## src/rtl/mem_arb_pkg.sv

```systemverilog
// Shared types for the memory port arbiter: FSM states, transaction owners
// and the fixed arbitration order (highest first).
package mem_arb_pkg;

   typedef enum logic [1:0] {IDLE, ISSUE, RDATA, WDATA} arb_state_e;
   typedef enum logic [1:0] {OWN_IR, OWN_DR, OWN_DW} arb_owner_e;

   // Write first so a dirty eviction reaches memory before its refill read.
   localparam arb_owner_e PRIO_HI  = OWN_DW;
   localparam arb_owner_e PRIO_MID = OWN_DR;
   localparam arb_owner_e PRIO_LO  = OWN_IR;

   function automatic logic [2:0] owner_onehot(input arb_owner_e owner);
      logic [2:0] v;
      v = '0;
      v[owner] = 1'b1;
      return v;
   endfunction

endpackage

```

## src/rtl/mem_arb_priority.sv

```systemverilog
// Combinational winner select for the memory port; with MEM_ARB_STARVE_GUARD_EN
// defined it also tracks D-side grants made while the I-side waits.
module mem_arb_priority
   import mem_arb_pkg::*;
#(
   parameter int STARVE_MAX = 8
)
(
   input  logic       clk,
   input  logic       rst_n,
   input  logic       i_ir_req,
   input  logic       i_dr_req,
   input  logic       i_dw_req,
   input  logic       i_idle,
   output arb_owner_e o_win,
   output logic       o_win_valid
);

   // Bit position equals the owner encoding.
   logic [2:0] w_req;
   logic       w_starved;

   assign w_req = {i_dw_req, i_dr_req, i_ir_req};

`ifdef MEM_ARB_STARVE_GUARD_EN
   localparam int SW = $clog2(STARVE_MAX + 1);
   localparam logic [SW-1:0] STARVE_LIM = SW'(STARVE_MAX);

   logic [SW-1:0] r_starve_cnt;

   assign w_starved = i_ir_req && (r_starve_cnt == STARVE_LIM);

   // In IDLE with ir pending a winner always exists, so a non-ir winner is a D grant.
   always_ff @(posedge clk or negedge rst_n) begin
      if (!rst_n) begin
         r_starve_cnt <= '0;
      end else if (i_idle) begin
         if (!i_ir_req || o_win == OWN_IR)
            r_starve_cnt <= '0;
         else if (r_starve_cnt != STARVE_LIM)
            r_starve_cnt <= r_starve_cnt + SW'(1);
      end
   end
`else
   logic w_unused;
   assign w_unused  = ^{clk, rst_n, i_idle};
   assign w_starved = 1'b0;
`endif

   always_comb begin
      o_win_valid = |w_req;
      if (w_starved)           o_win = OWN_IR;
      else if (w_req[PRIO_HI])  o_win = PRIO_HI;
      else if (w_req[PRIO_MID]) o_win = PRIO_MID;
      else                      o_win = PRIO_LO;
   end

endmodule

```

## src/rtl/mem_port_arbiter.sv

```systemverilog
// Shares one burst memory port between I-read, D-read and D-write channels.
// MEM_ARB_STARVE_GUARD_EN enables the instruction-fetch starvation guard.
module mem_port_arbiter
   import mem_arb_pkg::*;
#(
   parameter int ADDR_W     = 26,
   parameter int DATA_W     = 32,
   parameter int BURST_LEN  = 4,
   parameter int STARVE_MAX = 8
)
(
   input  logic              clk,
   input  logic              rst_n,
   input  logic              ir_req,
   input  logic              dr_req,
   input  logic              dw_req,
   input  logic [ADDR_W-1:0] ir_addr,
   input  logic [ADDR_W-1:0] dr_addr,
   input  logic [ADDR_W-1:0] dw_addr,
   output logic              ir_gnt,
   output logic              dr_gnt,
   output logic              dw_gnt,
   output logic              ir_rvalid,
   output logic              dr_rvalid,
   output logic [DATA_W-1:0] rdata,
   input  logic [DATA_W-1:0] dw_wdata,
   output logic              dw_wready,
   output logic              m_req,
   output logic              m_we,
   output logic [ADDR_W-1:0] m_addr,
   input  logic              m_ack,
   input  logic              m_rvalid,
   input  logic [DATA_W-1:0] m_rdata,
   input  logic              m_wready,
   output logic [DATA_W-1:0] m_wdata,
   output arb_state_e        o_dbg_state
);

   localparam int BW = (BURST_LEN > 1) ? $clog2(BURST_LEN) : 1;
   localparam logic [BW-1:0] LAST_BEAT = BW'(BURST_LEN - 1);

   arb_state_e        r_state;
   arb_owner_e        r_owner;
   logic [BW-1:0]     r_beat_cnt;
   logic              r_ir_gnt, r_dr_gnt, r_dw_gnt;
   logic              r_m_req, r_m_we;
   logic [ADDR_W-1:0] r_m_addr;

   arb_owner_e        w_win;
   logic              w_win_valid;
   logic [ADDR_W-1:0] w_win_addr;
   logic              w_rd_beat;
   logic              w_wr_beat;
   logic              w_last;

   mem_arb_priority #(.STARVE_MAX(STARVE_MAX)) u_prio (
      .clk         (clk),
      .rst_n       (rst_n),
      .i_ir_req    (ir_req),
      .i_dr_req    (dr_req),
      .i_dw_req    (dw_req),
      .i_idle      (r_state == IDLE),
      .o_win       (w_win),
      .o_win_valid (w_win_valid)
   );

   always_comb begin
      case (w_win)
         OWN_DW:  w_win_addr = dw_addr;
         OWN_DR:  w_win_addr = dr_addr;
         default: w_win_addr = ir_addr;
      endcase
   end

   // Handshakes: req is held until its one-cycle gnt; m_req is held until m_ack;
   // a data beat moves only in the cycle m_rvalid (read) or m_wready (write) is high.
   assign w_rd_beat = (r_state == RDATA) && m_rvalid;
   assign w_wr_beat = (r_state == WDATA) && m_wready;
   assign w_last    = (r_beat_cnt == LAST_BEAT);

   assign ir_rvalid   = w_rd_beat && (r_owner == OWN_IR);
   assign dr_rvalid   = w_rd_beat && (r_owner == OWN_DR);
   assign rdata       = w_rd_beat ? m_rdata : '0;
   assign dw_wready   = w_wr_beat;
   assign m_wdata     = dw_wdata;
   assign ir_gnt      = r_ir_gnt;
   assign dr_gnt      = r_dr_gnt;
   assign dw_gnt      = r_dw_gnt;
   assign m_req       = r_m_req;
   assign m_we        = r_m_we;
   assign m_addr      = r_m_addr;
   assign o_dbg_state = r_state;

   always_ff @(posedge clk or negedge rst_n) begin
      if (!rst_n) begin
         r_state    <= IDLE;
         r_owner    <= OWN_IR;
         r_beat_cnt <= '0;
         r_ir_gnt   <= 1'b0;
         r_dr_gnt   <= 1'b0;
         r_dw_gnt   <= 1'b0;
         r_m_req    <= 1'b0;
         r_m_we     <= 1'b0;
         r_m_addr   <= '0;
      end else begin
         {r_dw_gnt, r_dr_gnt, r_ir_gnt} <= 3'b000;
         case (r_state)
            IDLE: begin
               if (w_win_valid) begin
                  r_owner                        <= w_win;
                  r_m_addr                       <= w_win_addr;
                  r_m_we                         <= (w_win == OWN_DW);
                  r_m_req                        <= 1'b1;
                  {r_dw_gnt, r_dr_gnt, r_ir_gnt} <= owner_onehot(w_win);
                  r_state                        <= ISSUE;
               end
            end
            ISSUE: begin
               if (m_ack) begin
                  r_m_req    <= 1'b0;
                  r_beat_cnt <= '0;
                  r_state    <= r_m_we ? WDATA : RDATA;
               end
            end
            RDATA: begin
               if (w_rd_beat) begin
                  r_beat_cnt <= r_beat_cnt + BW'(1);
                  if (w_last) r_state <= IDLE;
               end
            end
            WDATA: begin
               if (w_wr_beat) begin
                  r_beat_cnt <= r_beat_cnt + BW'(1);
                  if (w_last) r_state <= IDLE;
               end
            end
            default: r_state <= IDLE;
         endcase
      end
   end

endmodule

```

## config.mk

```make
export PLATFORM = sky130hd
export DESIGN_NAME = mem_port_arbiter
export DESIGN_NICKNAME = d
export VERILOG_FILES = /design/src/rtl/mem_arb_pkg.sv /design/src/rtl/mem_arb_priority.sv /design/src/rtl/mem_port_arbiter.sv
export SDC_FILE = /design/constraint.sdc
export NUM_CORES = 1
export LEC_CHECK = 0
export ABC_AREA = 1
export CAP_MARGIN = 20
export CORE_AREA = 2 2 98 100
export CTS_CLUSTER_DIAMETER = 30
export DETAILED_ROUTE_END_ITERATION = 7
export DIE_AREA = 0 0 100 102
export PLACE_DENSITY = 0.76
export SLEW_MARGIN = 15
export SYNTH_ARGS = -nofsm -noshare
export SYNTH_HDL_FRONTEND = slang
export SYNTH_HIERARCHICAL = 1
export SYNTH_SLANG_ARGS = --single-unit
```

## constraint.sdc

```tcl
create_clock -name clk -period 1.97 [get_ports clk]
set_input_delay 0.394 -clock clk [delete_from_list [all_inputs] [get_ports clk]]
set_output_delay 0.394 -clock clk [all_outputs]
set_load 0.005 [all_outputs]
```

# Yosys cells after proc, flatten, opt, wreduce, memory -nomap -nowiden
# Cells that the tools add are included.
classes:
  n_reduce_logical: 14
  n_mux: 26
  bitwise_logic: 0
  order_cmp: 2
  mul: 0
  shifts: 0
  n_eq_ne: 11
  addsub: 1
  div_mod_pow: 0
ops:
  columns: ["operator", "n"]
  rows:
  - ["$pmux W26 S2", 1]
  - ["$mux W32", 1]
  - ["$mux W2", 9]
  - ["$mux W1", 11]
  - ["$eq A2 B2 Y1 const B", 4]
  - ["$ne A2 B2 Y1 const B", 4]
  - ["$pmux W2 S4", 1]
  - ["$reduce_and A4 Y1", 2]
  - ["$eq A2 B1 Y1 const B", 3]
  - ["$pmux W2 S3", 1]
  - ["$logic_and A1 B1 Y1", 5]
  - ["$logic_not A2 Y1", 2]
  - ["$lt A2 B3 Y1 const B", 1]
  - ["$reduce_and A3 Y1", 1]
  - ["$reduce_bool A3 Y1", 1]
  - ["$reduce_or A3 Y1", 1]
  - ["$add A2 B1 Y2 const B", 1]
  - ["$demux W1 S2", 1]
  - ["$ge A2 B1 Y1 const B", 1]
  - ["$pmux W1 S2", 1]
  - ["$reduce_and A2 Y1", 1]
  - ["$reduce_bool A2 Y1", 1]
totals:
  in_bits: 150
  ram_bits: 0
  ff_bits: 37
  latchBits: 0
  mem_bits_ro: 0
  out_inout_bits: 100
  n_memories: 0

# Depth between registers and ports, before layout
# Gate-level depths: netlist of run 1.
depth:
  ltp_word: 8
  depth_mapped: 10
  ltp_nobuf: 8

# Hierarchy
# The synthesis of run 1 kept the hierarchy.
by_module_without_submodules:
  columns: ["module", "cells_per_inst", "area_each_um2", "seq_area_each_um2", "n_inst"]
  rows:
  - ["mem_port_arbiter", 368, 2566.2, 925.9, 1]
  - ["mem_arb_priority", 6, 28.8, 0.0, 1]

# Worst setup path after synthesis of run 1
# Ideal clock, no wire load.
synth_timing:
  kind: "input to register"
  from: "input dr_req"
  to: "register r_m_addr[20] (netlist: m_addr[20])"
  arrival_ps: 1508
  path_buffers: 2
  cell_stages: 9
  setup_slack_ps: 338
  path_cell_list: "inv_1 nor2_2 inv_1 ha_1 buf_2 clkbuf_1 nand3_1 o211ai_1 nand2_1"
synth_via:
  elab_chain_len: 4
  word_cells_on_any_way: 7
  cone_classes: "eq/ne: 2; mux: 3; reduce/logical: 2"
synth_lines:
  columns: ["item", "line", "source"]
  rows:
  - ["start, declared", "mem_port_arbiter.sv:15", "input logic dr_req,"]
  - ["$mux W1 *", "mem_arb_priority.sv:54", "else if (w_req[PRIO_MID]) o_win = PRIO_MID;"]
  - ["$mux W2 *", "mem_arb_priority.sv:53", "else if (w_req[PRIO_HI]) o_win = PRIO_HI;"]
  - ["net w_win[0]", "mem_port_arbiter.sv:49", "arb_owner_e w_win;"]
  - ["$eq A2 B1 Y1 or $eq A2 B2 Y1 (tied branches)", "mem_port_arbiter.sv:68", "case (w_win)"]
  - ["$pmux W26 S2 *", "mem_port_arbiter.sv:68", null]
  - ["end signal, assigned", "mem_port_arbiter.sv:111", "r_m_addr <= w_win_addr;"]
  - ["end, declared", "mem_port_arbiter.sv:47", "logic [ADDR_W-1:0] r_m_addr;"]
# The timed path passes the listed nets; every way through them passes the cells marked *.
# A chain may end at the register's enable or synchronous reset.

# Worst setup path in the final report of run 1
layout_timing:
  from: "register r_state[1] (netlist: o_dbg_state[1])"
  to: "output rdata[21]"
layout_via:
  elab_chain_len: 3
layout_lines:
  columns: ["item", "line", "source"]
  rows:
  - ["start, declared", "mem_port_arbiter.sv:42", "arb_state_e r_state;"]
  - ["start signal, assigned", "mem_port_arbiter.sv:122", "r_state <= r_m_we ? WDATA : RDATA;"]
  - ["$eq A2 B2 Y1", "mem_port_arbiter.sv:77", "assign w_rd_beat = (r_state == RDATA) && m_rvalid;"]
  - ["$logic_and A1 B1 Y1", "mem_port_arbiter.sv:77", null]
  - ["$mux W32", "mem_port_arbiter.sv:83", "assign rdata = w_rd_beat ? m_rdata : '0;"]
  - ["end, declared", "mem_port_arbiter.sv:25", "output logic [DATA_W-1:0] rdata,"]
# Every way passes these cells.

==> results of run 1 <==
[through the flow]
step | power, mW | setup slack, ns | std cells
3_5_place_dp | 3.79 | -0.328 | 631
2_1_floorplan | 2.45 | 0.338 | 374
5_1_grt | 4.80 | -0.00811 | 645
4_1_cts | 4.48 | 0.0163 | 643
6_report | 4.43 | 0.0773 | 645
3_3_place_gp | 3.72 | -0.321 | 631
[worst paths after layout]
| path | endpoint |
|---|---|
| max | rdata[21] |
| min | m_addr[16]$_DFFE_PN0P_ |
| max reg2reg | m_addr[4]$_DFFE_PN0P_ |
| min reg2reg | m_addr[13]$_DFFE_PN0P_ |
| max in group asynchronous | m_we$_DFFE_PN0P_ |
| min in group clk | m_addr[13]$_DFFE_PN0P_ |
[critical path, stage by stage (launching register included)]
cell	delay (ns)
sky130_fd_sc_hd__dfrtp_1	0.37
sky130_fd_sc_hd__buf_4	0.13
sky130_fd_sc_hd__nand3_4	0.11
sky130_fd_sc_hd__buf_6	0.16
sky130_fd_sc_hd__buf_4	0.14
sky130_fd_sc_hd__nor2_1	0.09
sky130_fd_sc_hd__clkdlybuf4s15_1	0.22
[kinds of logic (layout without fill, tap and decap cells)]
logic type | after synthesis | count (layout) | share of synthesized area
adder cells (fa/ha/maj) | 4 | 4 | 0.0193
AO/OA/AOI/OAI | 30 | 30 | 0.0858
flip-flops | 37 | 37 | 0.357
buffers and inverters | 100 | 259 | 0.216
AND/OR/NAND/NOR | 203 | 203 | 0.323
other | 0 | 1 | 0
[registers in the layout (all words and copies together), names as in the netlist]
signal / cells
o_dbg_state: 2
dw_gnt: 1
r_beat_cnt: 2
m_addr: 26
m_we: 1
dr_gnt: 1
ir_gnt: 1
m_req: 1
r_owner: 2
[cell usage after synthesis (all sizes together)]
cell type	instances	share of area
nand3	32	0.062
nand2	123	0.18
inv	46	0.068
nor2	43	0.072
nor3	4	0.0077
a21oi	1	0.0019
clkbuf	5	0.0072
dfrtp	37	0.36
buf	49	0.14
nor3b	1	0.0029
ha	4	0.019
o211ai	26	0.075
o21ai	3	0.0087
[routing by layer]
metal | share of wire | vias up
met5 | 0 | -
met4 | 0.022 | 0
met3 | 0.10 | 18
met2 | 0.52 | 161
met1 | 0.36 | 1368
li1 | - | 1438
[layout make-up]
type	count	share of cell area
diodes	1	0.000554
clock buffers	5	0.0152
clock inverters	2	0.00775
inverters	46	0.0388
multi-input cells	237	0.249
flip-flops and latches	37	0.205
well taps	111	0.0307
repair buffers	206	0.453
[power by group]
part | switching, mW | total (mW) | internal (mW)
logic | 1.13 | 2.48 | 1.36
clock network | 0.266 | 0.634 | 0.368
registers | 0.200 | 1.31 | 1.11
total | 1.59 | 4.43 | 2.84
[what timing repair did]
| action | 4_1_cts | 5_1_grt |
|---|---|---|
| setup buffers | 3 | 1 |
| gates resized for setup | 45 | 10 |
| gates cloned | 2 | 0 |
| hold buffers | 0 | 0 |
| hold endpoints to repair | 0 | 0 |
| setup endpoints to repair | 34 | 4 |
| pin swaps | 1 | 0 |
==> impl_results.rst, run 1 <==
.. list-table::
   :header-rows: 1

   * - Metric
     - Value
   * - Status
     - complete, no violations
   * - CTS H-tree depth
     - 2
   * - Type of the most critical hold path
     - input port to async pin
   * - Sequential cell area
     - 926 sq um
   * - Remaining antenna violation count
     - 0
   * - Layout Utilization
     - 0.496
   * - Later-pin clock latency in the skew report
     - 0.28 ns
   * - Total vias in the final route
     - 2,985
   * - R2R cell count
     - 7
   * - TritonCTS buffer count
     - 5
   * - Post-placement cell area
     - 4380 sq um
   * - Library cell used as clock root buffer
     - sky130_fd_sc_hd__clkbuf_8
   * - Final design area excluding fillers
     - 4520 sq um
   * - Max-slew headroom at the worst pin
     - 0.674
   * - Area of the core
     - 9110 sq um
   * - Area of the mapped netlist
     - 2590 sq um
   * - Aggregate global routing overflow
     - 0
   * - Maximum number of pins on one net before global-route repair
     - 53
   * - Clock tree from TritonCTS
     - done
   * - Final net count
     - 687
   * - Post-Route Skew
     - 0.00429 ns
   * - Dpl hpwl
     - 7440 um
   * - Y dimension of the die
     - 102 um
   * - Number of DRC violations after detailed routing
     - 0
   * - DIE AREA
     - 10,200 sq um
   * - Crit path capture type
     - primary output
   * - Number of synthesized register bits
     - 37
   * - Final GP Congestion
     - 0.941
   * - Power per unit of standard cell area
     - 980 nW/um^2
   * - Crit Path Class
     - flip-flop to primary output
   * - Crit path launch
     - o_dbg_state[1]$_DFFE_PN0P_
   * - Global-route track usage on met1
     - 0.180
   * - Time the final worst path needs with I/O delays and setup
     - 1.89 ns
   * - Die boundary width
     - 100 um
   * - WL/cell
     - 14.8 um
   * - Critical path data required time
     - 1.58 ns
   * - Via count of the first global-routing pass
     - 2,965
   * - Mean Syn Cell Area
     - 6.94 sq um
   * - Global Route Usage Sum
     - 0.182
   * - Fin. max-slew vios
     - 0
   * - Max-cap check violation count
     - 0
   * - Buffer levels on the longest clock path
     - 2
   * - Worst vdd rail ir drop
     - 0.000461 V
   * - Highest-utilization routing layer at the global route stage
     - met2
   * - Final clock period utilization by the worst path
     - 0.961
   * - Initial core utilization
     - 0.285
   * - Ratio of routed vias to standard cells
     - 4.63
   * - Hold Violations, Final
     - 0
   * - Number of distinct library cells after synthesis
     - 21
   * - Met2 usage
     - 0.356
   * - Synthesized Nets
     - 528
   * - Number of placement rows
     - 35
   * - Signal arrival time at the worst endpoint
     - 1.50 ns
   * - Type of element launching the critical path
     - flip-flop
   * - Setup TNS
     - 0 ns
   * - Count of pins on the block boundary
     - 250
   * - Slew at the pin closest to its max-slew limit
     - 0.488 ns
   * - Maximum fanout along the worst path
     - 8
   * - Final WL
     - 9560 um
   * - Synthesis-to-layout area growth
     - 74.2%
   * - Quantity of I/O buffers inserted on ports
     - 185
   * - Multi-input gate area
     - 1130 sq um
   * - Leading cell type in the layout, fill and taps excluded
     - sky130_fd_sc_hd__clkdlybuf4s50_1
   * - Synthesized instance count
     - 374
   * - Finish-stage setup viols
     - 0
   * - Sink Count
     - 37
   * - Post-route worst hold slack
     - 0.157 ns
   * - Launch point of the worst reg-to-reg path
     - o_dbg_state[1]$_DFFE_PN0P_
   * - Synth warn
     - 6
   * - Fmax
     - 528 MHz
   * - Share of cells above drive strength 1
     - 0.0788
   * - Most frequent cells in the layout
     - sky130_fd_sc_hd__clkdlybuf4s50_1, sky130_fd_sc_hd__nand2_1, sky130_fd_sc_hd__inv_1, sky130_fd_sc_hd__nor2_1, sky130_fd_sc_hd__dfrtp_1
   * - Initial antenna violation count
     - 1
   * - Fill cell total of the finished layout
     - 927
   * - Clock transition at the registers of the reported paths
     - 0.07 ns
   * - Pre-antenna DRT Iters
     - 4
   * - Wire length of the first global-routing pass
     - 14,500 um
   * - M3 GR Usage
     - 0.0636
   * - Standby leakage power
     - 2.28 nW
   * - Fraction of the yosys area taken by sequential cells
     - 0.357
   * - Register-to-register setup slack
     - 0.61 ns
   * - Drt initial violations
     - 95
Note: power is estimated with default switching activity, not from simulation.
==> run 2, diff against run 1 <==
==> constraint.sdc (replaced) <==
create_clock -name clk -period 1.97 [get_ports clk]
set_input_delay 0.394 -clock clk [delete_from_list [all_inputs] [get_ports clk]]
set_output_delay 0.394 -clock clk [all_outputs]
set_load 0.02 [all_outputs]
==> run 2 against run 1 <==
  * Hold slack improved by 0.0046 ns
  * Sequential power about the same
  * Sequential cell count unchanged
  * Count of clock-buffer cells in the layout unchanged
  * Critical path type is now input port to primary output
  * Critical endpoint is now rdata[28]
  * First-iteration DRC count decreased by 20%
  * Highest routed layer unchanged
  * Wire length decreased by 0.54%
  * Clock skew about the same
  * Sequential share of layout area increased by 0.64 points
  * Utilization decreased by 1.5 points
==> impl_results.rst, run 2 (synthesis results as in run 1) <==
.. list-table::
   :header-rows: 1

   * - Metric
     - Value
   * - Status
     - complete, no violations
   * - Total vias in the final route
     - 2,960
   * - Post-route worst hold slack
     - 0.162 ns
   * - Final WL
     - 9500 um
   * - Met2 usage
     - 0.331
   * - Die boundary width
     - 100 um
   * - Maximum fanout along the worst path
     - 22
   * - Longest individual stage delay on the worst path
     - 0.50 ns
   * - CTS H-tree depth
     - 2
   * - Crit Path Class
     - input port to primary output
   * - Type of element launching the critical path
     - input port
   * - Remaining antenna violation count
     - 0
   * - Share of cells above drive strength 1
     - 0.130
   * - Max-slew headroom at the worst pin
     - 0.677
   * - Sink Count
     - 37
   * - Slew at the pin closest to its max-slew limit
     - 0.485 ns
   * - Number of placement rows
     - 35
   * - Wire length of the first global-routing pass
     - 13,900 um
   * - Aggregate global routing overflow
     - 0
   * - Worst vdd rail ir drop
     - 0.000471 V
   * - Fmax
     - 511 MHz
   * - Ratio of routed vias to standard cells
     - 4.63
   * - Time the final worst path needs with I/O delays and setup
     - 1.96 ns
   * - Fin. max-slew vios
     - 0
   * - Signal arrival time at the worst endpoint
     - 1.56 ns
   * - Crit path capture type
     - primary output
   * - Layout Utilization
     - 0.481
   * - Number of flip-flops under the largest register name
     - 26
   * - Critical path data required time
     - 1.58 ns
   * - Cell Chain, Critical Path
     - clkdlybuf4s50_1 > nand3_2 > buf_6 > nor2_1 > clkdlybuf4s15_2
   * - Maximum number of pins on one net before global-route repair
     - 53
   * - Pre-CTS WS
     - -0.467 ns
   * - Buffer levels on the longest clock path
     - 2
   * - Power per unit of standard cell area
     - 1090 nW/um^2
   * - Synthesis-to-layout area growth
     - 68.9%
   * - RSZ-0062 raised after global routing
     - true
   * - Hold Violations, Final
     - 0
   * - Highest-utilization routing layer at the global route stage
     - met2
   * - Quantity of I/O buffers inserted on ports
     - 185
   * - Y dimension of the die
     - 102 um
   * - Dpl hpwl
     - 7450 um
   * - Finish-stage setup viols
     - 0
   * - Non-filler cells, final
     - 640
   * - M3 GR Usage
     - 0.0561
   * - Library cell contributing the largest single delay on the critical path
     - sky130_fd_sc_hd__clkdlybuf4s50_1
   * - Fill cell total of the finished layout
     - 940
   * - DIE AREA
     - 10,200 sq um
   * - Global Route Usage Sum
     - 0.173
   * - Number of placed cells counting well taps
     - 632
   * - Max-cap check violation count
     - 0
   * - Antenna diodes
     - 0
   * - Drt initial violations
     - 76
   * - TritonCTS buffer count
     - 5
   * - Area of the core
     - 9110 sq um
   * - Via count of the first global-routing pass
     - 2,913
   * - Final net count
     - 683
   * - Pre-antenna DRT Iters
     - 4
   * - Hold-fix buffers, CTS
     - 0
   * - Worst path setup slack after routing
     - 0.0123 ns
   * - Global-route track usage on met1
     - 0.180
   * - Later-pin clock latency in the skew report
     - 0.28 ns
   * - Clock transition at the registers of the reported paths
     - 0.07 ns
   * - Initial core utilization
     - 0.285
   * - Most frequent cells in the layout
     - sky130_fd_sc_hd__clkdlybuf4s50_1, sky130_fd_sc_hd__nand2_1, sky130_fd_sc_hd__inv_1, sky130_fd_sc_hd__nor2_1, sky130_fd_sc_hd__dfrtp_1
   * - Standby leakage power
     - 2.19 nW
   * - WL/cell
     - 14.9 um
   * - Leading cell type in the layout, fill and taps excluded
     - sky130_fd_sc_hd__clkdlybuf4s50_1
   * - Number of setup buffers added after CTS
     - 0
   * - Library cell used as clock root buffer
     - sky130_fd_sc_hd__clkbuf_8
   * - Clock tree from TritonCTS
     - done
   * - Count of pins on the block boundary
     - 250
   * - Final GP Congestion
     - 0.833
   * - Type of the most critical hold path
     - input port to async pin
   * - Number of DRC violations after detailed routing
     - 0
   * - Initial antenna violation count
     - 0
   * - Post-Route Skew
     - 0.00472 ns
   * - Final clock period utilization by the worst path
     - 0.994
==> run 2: changes by cell type in the layout (fill, tap and decap cells not counted), moves of 2 or more <==
cell,before,now
sky130_fd_sc_hd__buf_2,1,30
sky130_fd_sc_hd__buf_6,4,1
sky130_fd_sc_hd__clkbuf_2,3,1
sky130_fd_sc_hd__clkdlybuf4s15_1,3,0
sky130_fd_sc_hd__clkdlybuf4s15_2,0,2
sky130_fd_sc_hd__dlygate4sd2_1,29,0
==> run 2: final cells by class <==
cell class	instances	area [sq um]	area share
Sequential cell	37	926	0.211
Tap cell	111	139	0.0317
Clock buffer	5	68.8	0.0157
Timing Repair Buffer	202	1920	0.438
Multi-Input combinational cell	237	1120	0.255
Clock inverter	2	35.0	0.00799
Inverter	46	175	0.0400
==> run 2: repair_timing <==
item / in CTS / in global routing
gates resized for setup: 134 / 11
cloned: 0 / 1
setup endpoints to repair: 35 / 9
==> run 2: report_power, final <==
group          internal (mW)  leakage, nW  switching [mW]
logic                   1.32         1.68            1.53
registers               1.11        0.461           0.201
clock network          0.368       0.0540           0.265
total                   2.80         2.19            1.99
==> run 2: critical path: cells and delay by family <==
kind	cells	cell delay, ns
buffers and inverters	3	0.95
AND/OR/NAND/NOR	2	0.22
==> run 2: through the flow <==
stage	setup TNS, ns	area, sq um	total power [mW]
final	0	4380	4.79
after global routing	-0.109	4380	5.15
after CTS	0	4360	4.84
after detailed placement	-18.43	4390	4.24
after global placement	-16.71	4390	4.18
after floorplan	0	2590	2.92
==> run 2: worst paths after layout <==
path	endpoint	startpoint	slack, ns	cells after the start
max	rdata[28]	m_rvalid	0.01	5
min	m_addr[12]$_DFFE_PN0P_	rst_n	0.16	2
max reg2reg	m_we$_DFFE_PN0P_	o_dbg_state[1]$_DFFE_PN0P_	0.63	8
min reg2reg	m_addr[6]$_DFFE_PN0P_	m_addr[6]$_DFFE_PN0P_	0.48	2
max in group asynchronous	m_addr[3]$_DFFE_PN0P_	rst_n	1.46	2
min in group clk	m_addr[6]$_DFFE_PN0P_	m_addr[6]$_DFFE_PN0P_	0.48	2
==> run 2: per-layer routing <==
metal	vias up	wire (um)
met3	20	808
met1	1365	3570
met2	143	4930
met5	-	0
met4	0	194
li1	1432	-
==> run 3, diff against run 2 <==
--- a/config.mk
+++ b/config.mk
@@ -11,7 +11,7 @@
 export CTS_CLUSTER_DIAMETER = 30
 export DETAILED_ROUTE_END_ITERATION = 7
 export DIE_AREA = 0 0 100 102
-export PLACE_DENSITY = 0.76
+export PLACE_DENSITY_LB_ADDON = 0.08
 export SLEW_MARGIN = 15
 export SYNTH_ARGS = -nofsm -noshare
 export SYNTH_HDL_FRONTEND = slang
==> run 3 against run 2 <==
  * Clock power shrank 20%
  * Largest power group unchanged
  * Sequential power about the same
  * Utilization grew 0.66 points
  * Largest cell class unchanged
  * Combinational power barely moved
  * Critical endpoint unchanged
  * Die area unchanged
  * Cell area is 1.4% higher
  * Fmax increased by 3.9%
  * First-iteration DRC count rose by 24%
==> impl_results.rst, run 3 (synthesis results as in run 1) <==
.. list-table::
   :header-rows: 1

   * - Metric
     - Value
   * - Post-Route Skew
     - 0.00327 ns
   * - Fmax
     - 531 MHz
   * - WL/cell
     - 14.5 um
   * - Library cell used as clock root buffer
     - sky130_fd_sc_hd__clkbuf_8
   * - Clock transition at the registers of the reported paths
     - 0.07 ns
   * - Worst Setup EP
     - rdata[28]
   * - Quantity of I/O buffers inserted on ports
     - 185
   * - Final WL
     - 9320 um
   * - Power per unit of standard cell area
     - 1040 nW/um^2
   * - R2R cell count
     - 9
   * - Status
     - complete, no violations
   * - Final clock period utilization by the worst path
     - 0.956
   * - Standby leakage power
     - 2.17 nW
   * - Drt initial violations
     - 94
   * - Non-filler cells, final
     - 645
   * - Clock share of power
     - 0.110
   * - Synthesis-to-layout area growth
     - 71.2%
   * - Antenna diodes
     - 0
   * - Leading cell type in the layout, fill and taps excluded
     - sky130_fd_sc_hd__clkdlybuf4s50_1
   * - Final net count
     - 687
   * - Wire length of the first global-routing pass
     - 14,200 um
   * - Later-pin clock latency in the skew report
     - 0.28 ns
   * - Part of the total power dissipated in combinational logic
     - 0.609
   * - Sw Pwr
     - 1.97 mW
   * - RR Endpoint
     - r_beat_cnt[1]$_DFFE_PN0P_
   * - Number of placed cells counting well taps
     - 635
   * - Slew at the pin closest to its max-slew limit
     - 0.500 ns
   * - Post-placement cell area
     - 4400 sq um
   * - Via count of the first global-routing pass
     - 2,939
   * - Hold Violations, Final
     - 0
   * - Ratio of routed vias to standard cells
     - 4.48
   * - Number of flip-flops under the largest register name
     - 26
   * - Number of placement rows
     - 35
   * - Global Route Usage Sum
     - 0.179
   * - Sequential Power Share
     - 0.282
   * - Multi-input gate area
     - 1140 sq um
   * - Initial antenna violation count
     - 0
   * - Maximum fanout along the worst path
     - 17
   * - Number of DRC violations after detailed routing
     - 0
   * - Share of cells above drive strength 1
     - 0.116
   * - DIE AREA
     - 10,200 sq um
   * - Proportion of total power due to net switching
     - 0.426
   * - Final design area excluding fillers
     - 4440 sq um
   * - Maximum number of pins on one net before global-route repair
     - 45
   * - Die boundary width
     - 100 um
   * - Count of pins on the block boundary
     - 250
   * - Total vias in the final route
     - 2,891
   * - Buffer levels on the longest clock path
     - 2
   * - Initial core utilization
     - 0.285
   * - Launch point of the worst reg-to-reg path
     - o_dbg_state[1]$_DFFE_PN0P_
   * - Cell internal power dissipation
     - 2.66 mW
   * - Aggregate global routing overflow
     - 0
   * - Setup TNS
     - 0 ns
   * - Fill cell total of the finished layout
     - 926
   * - Time the final worst path needs with I/O delays and setup
     - 1.88 ns
   * - Max-cap check violation count
     - 0
   * - Type of the most critical hold path
     - input port to async pin
   * - Final GP Congestion
     - 0.741
   * - Y dimension of the die
     - 102 um
   * - RSZ-0062 raised after global routing
     - false
   * - Area of the core
     - 9110 sq um
   * - TritonCTS buffer count
     - 5
   * - Dpl hpwl
     - 7150 um
   * - Sequential cell area
     - 926 sq um
   * - Sink Count
     - 37
   * - Finish-stage setup viols
     - 0
   * - Layout Utilization
     - 0.488
   * - Most frequent cells in the layout
     - sky130_fd_sc_hd__clkdlybuf4s50_1, sky130_fd_sc_hd__nand2_1, sky130_fd_sc_hd__inv_1, sky130_fd_sc_hd__nor2_1, sky130_fd_sc_hd__dfrtp_1
   * - Crit Path Class
     - flip-flop to primary output
   * - Type of element launching the critical path
     - flip-flop
   * - Hold-fix buffers, CTS
     - 0
   * - Remaining antenna violation count
     - 0
   * - Max-slew headroom at the worst pin
     - 0.667
   * - Crit path launch
     - o_dbg_state[0]$_DFFE_PN0P_
   * - Critical path data required time
     - 1.58 ns
   * - Signal arrival time at the worst endpoint
     - 1.49 ns
   * - CTS H-tree depth
     - 2
   * - Fin. max-slew vios
     - 0
   * - Worst vdd rail ir drop
     - 0.000421 V
   * - Clock tree from TritonCTS
     - done
   * - Pre-antenna DRT Iters
     - 4
   * - Register-to-register setup slack
     - 0.49 ns
   * - Crit path capture type
     - primary output
   * - Overall power after layout
     - 4.62 mW
[run 3: cell types whose count changed in the layout (fill, tap and decap cells not counted), moves of 2 or more]
cell,delta
sky130_fd_sc_hd__clkbuf_1,+3
sky130_fd_sc_hd__buf_2,-25
sky130_fd_sc_hd__dlygate4sd2_1,+2
sky130_fd_sc_hd__clkdlybuf4s15_1,+9
sky130_fd_sc_hd__buf_4,+4
sky130_fd_sc_hd__clkbuf_2,+18
[run 3: layout make-up]
cell class | instances | share of cell area
clock buffer | 8 | 0.0180
inverter | 46 | 0.0394
multi-input combinational | 237 | 0.256
sequential | 37 | 0.208
tap | 111 | 0.0313
timing repair buffer | 206 | 0.447
[run 3: worst min-delay path by stage]
| stage | startpoint | slack, ns | to |
|---|---|---|---|
| final | rst_n | 0.14 | m_addr[13]$_DFFE_PN0P_ |
| after detailed placement | m_addr[10]$_DFFE_PN0P_ | 0.46 | m_addr[10]$_DFFE_PN0P_ |
| after floorplan | rst_n | 0.1 | dr_gnt$_DFF_PN0_ |
| after CTS | rst_n | 0.17 | m_addr[13]$_DFFE_PN0P_ |
| after global routing | rst_n | 0.20 | m_addr[13]$_DFFE_PN0P_ |
| after global placement | r_beat_cnt[1]$_DFFE_PN0P_ | 0.46 | r_beat_cnt[1]$_DFFE_PN0P_ |
[run 3: layer usage]
| metal | GRT usage | wire length (um) | up-vias |
|---|---|---|---|
| met1 | 0.172 | 3410 | 1307 |
| met2 | 0.345 | 4730 | 124 |
| met5 | 0 | 0 | - |
| met4 | 0.0611 | 210 | 0 |
| li1 | - | - | 1440 |
| met3 | 0.0732 | 974 | 20 |
[run 3: power groups by stage]
stage	Combinational, mW	Clock [mW]	Sequential, mW
5_1_grt	3.09	0.574	1.36
4_1_cts	2.86	0.533	1.31
6_report	2.81	0.508	1.30
3_3_place_gp	2.85	0	1.30
3_5_place_dp	2.86	0	1.30
2_1_floorplan	1.23	0	1.69
[run 3: worst max-delay path, cell delays in order (launching register included)]
cell and delay, ns:
sky130_fd_sc_hd__dfrtp_1 0.38, sky130_fd_sc_hd__inv_1 0.11, sky130_fd_sc_hd__nand3_4 0.13, sky130_fd_sc_hd__buf_12 0.17
sky130_fd_sc_hd__nor2_1 0.10, sky130_fd_sc_hd__clkdlybuf4s15_1 0.31
[run 3: through the flow]
stage / hold slack, ns / setup slack, ns
after floorplan: 0.0984 / 0.204
after global routing: 0.198 / 0.00244
after detailed placement: 0.464 / -0.446
after global placement: 0.459 / -0.454
after CTS: 0.165 / 0.000993
final: 0.138 / 0.0864
[run 3: repair_timing]
item | in CTS | in global routing
pin swaps | 1 | 0
resized for setup | 54 | 50
cloned | 1 | 1
buffers inserted | 0 | 0
endpoints found under the setup margin | 34 | 51
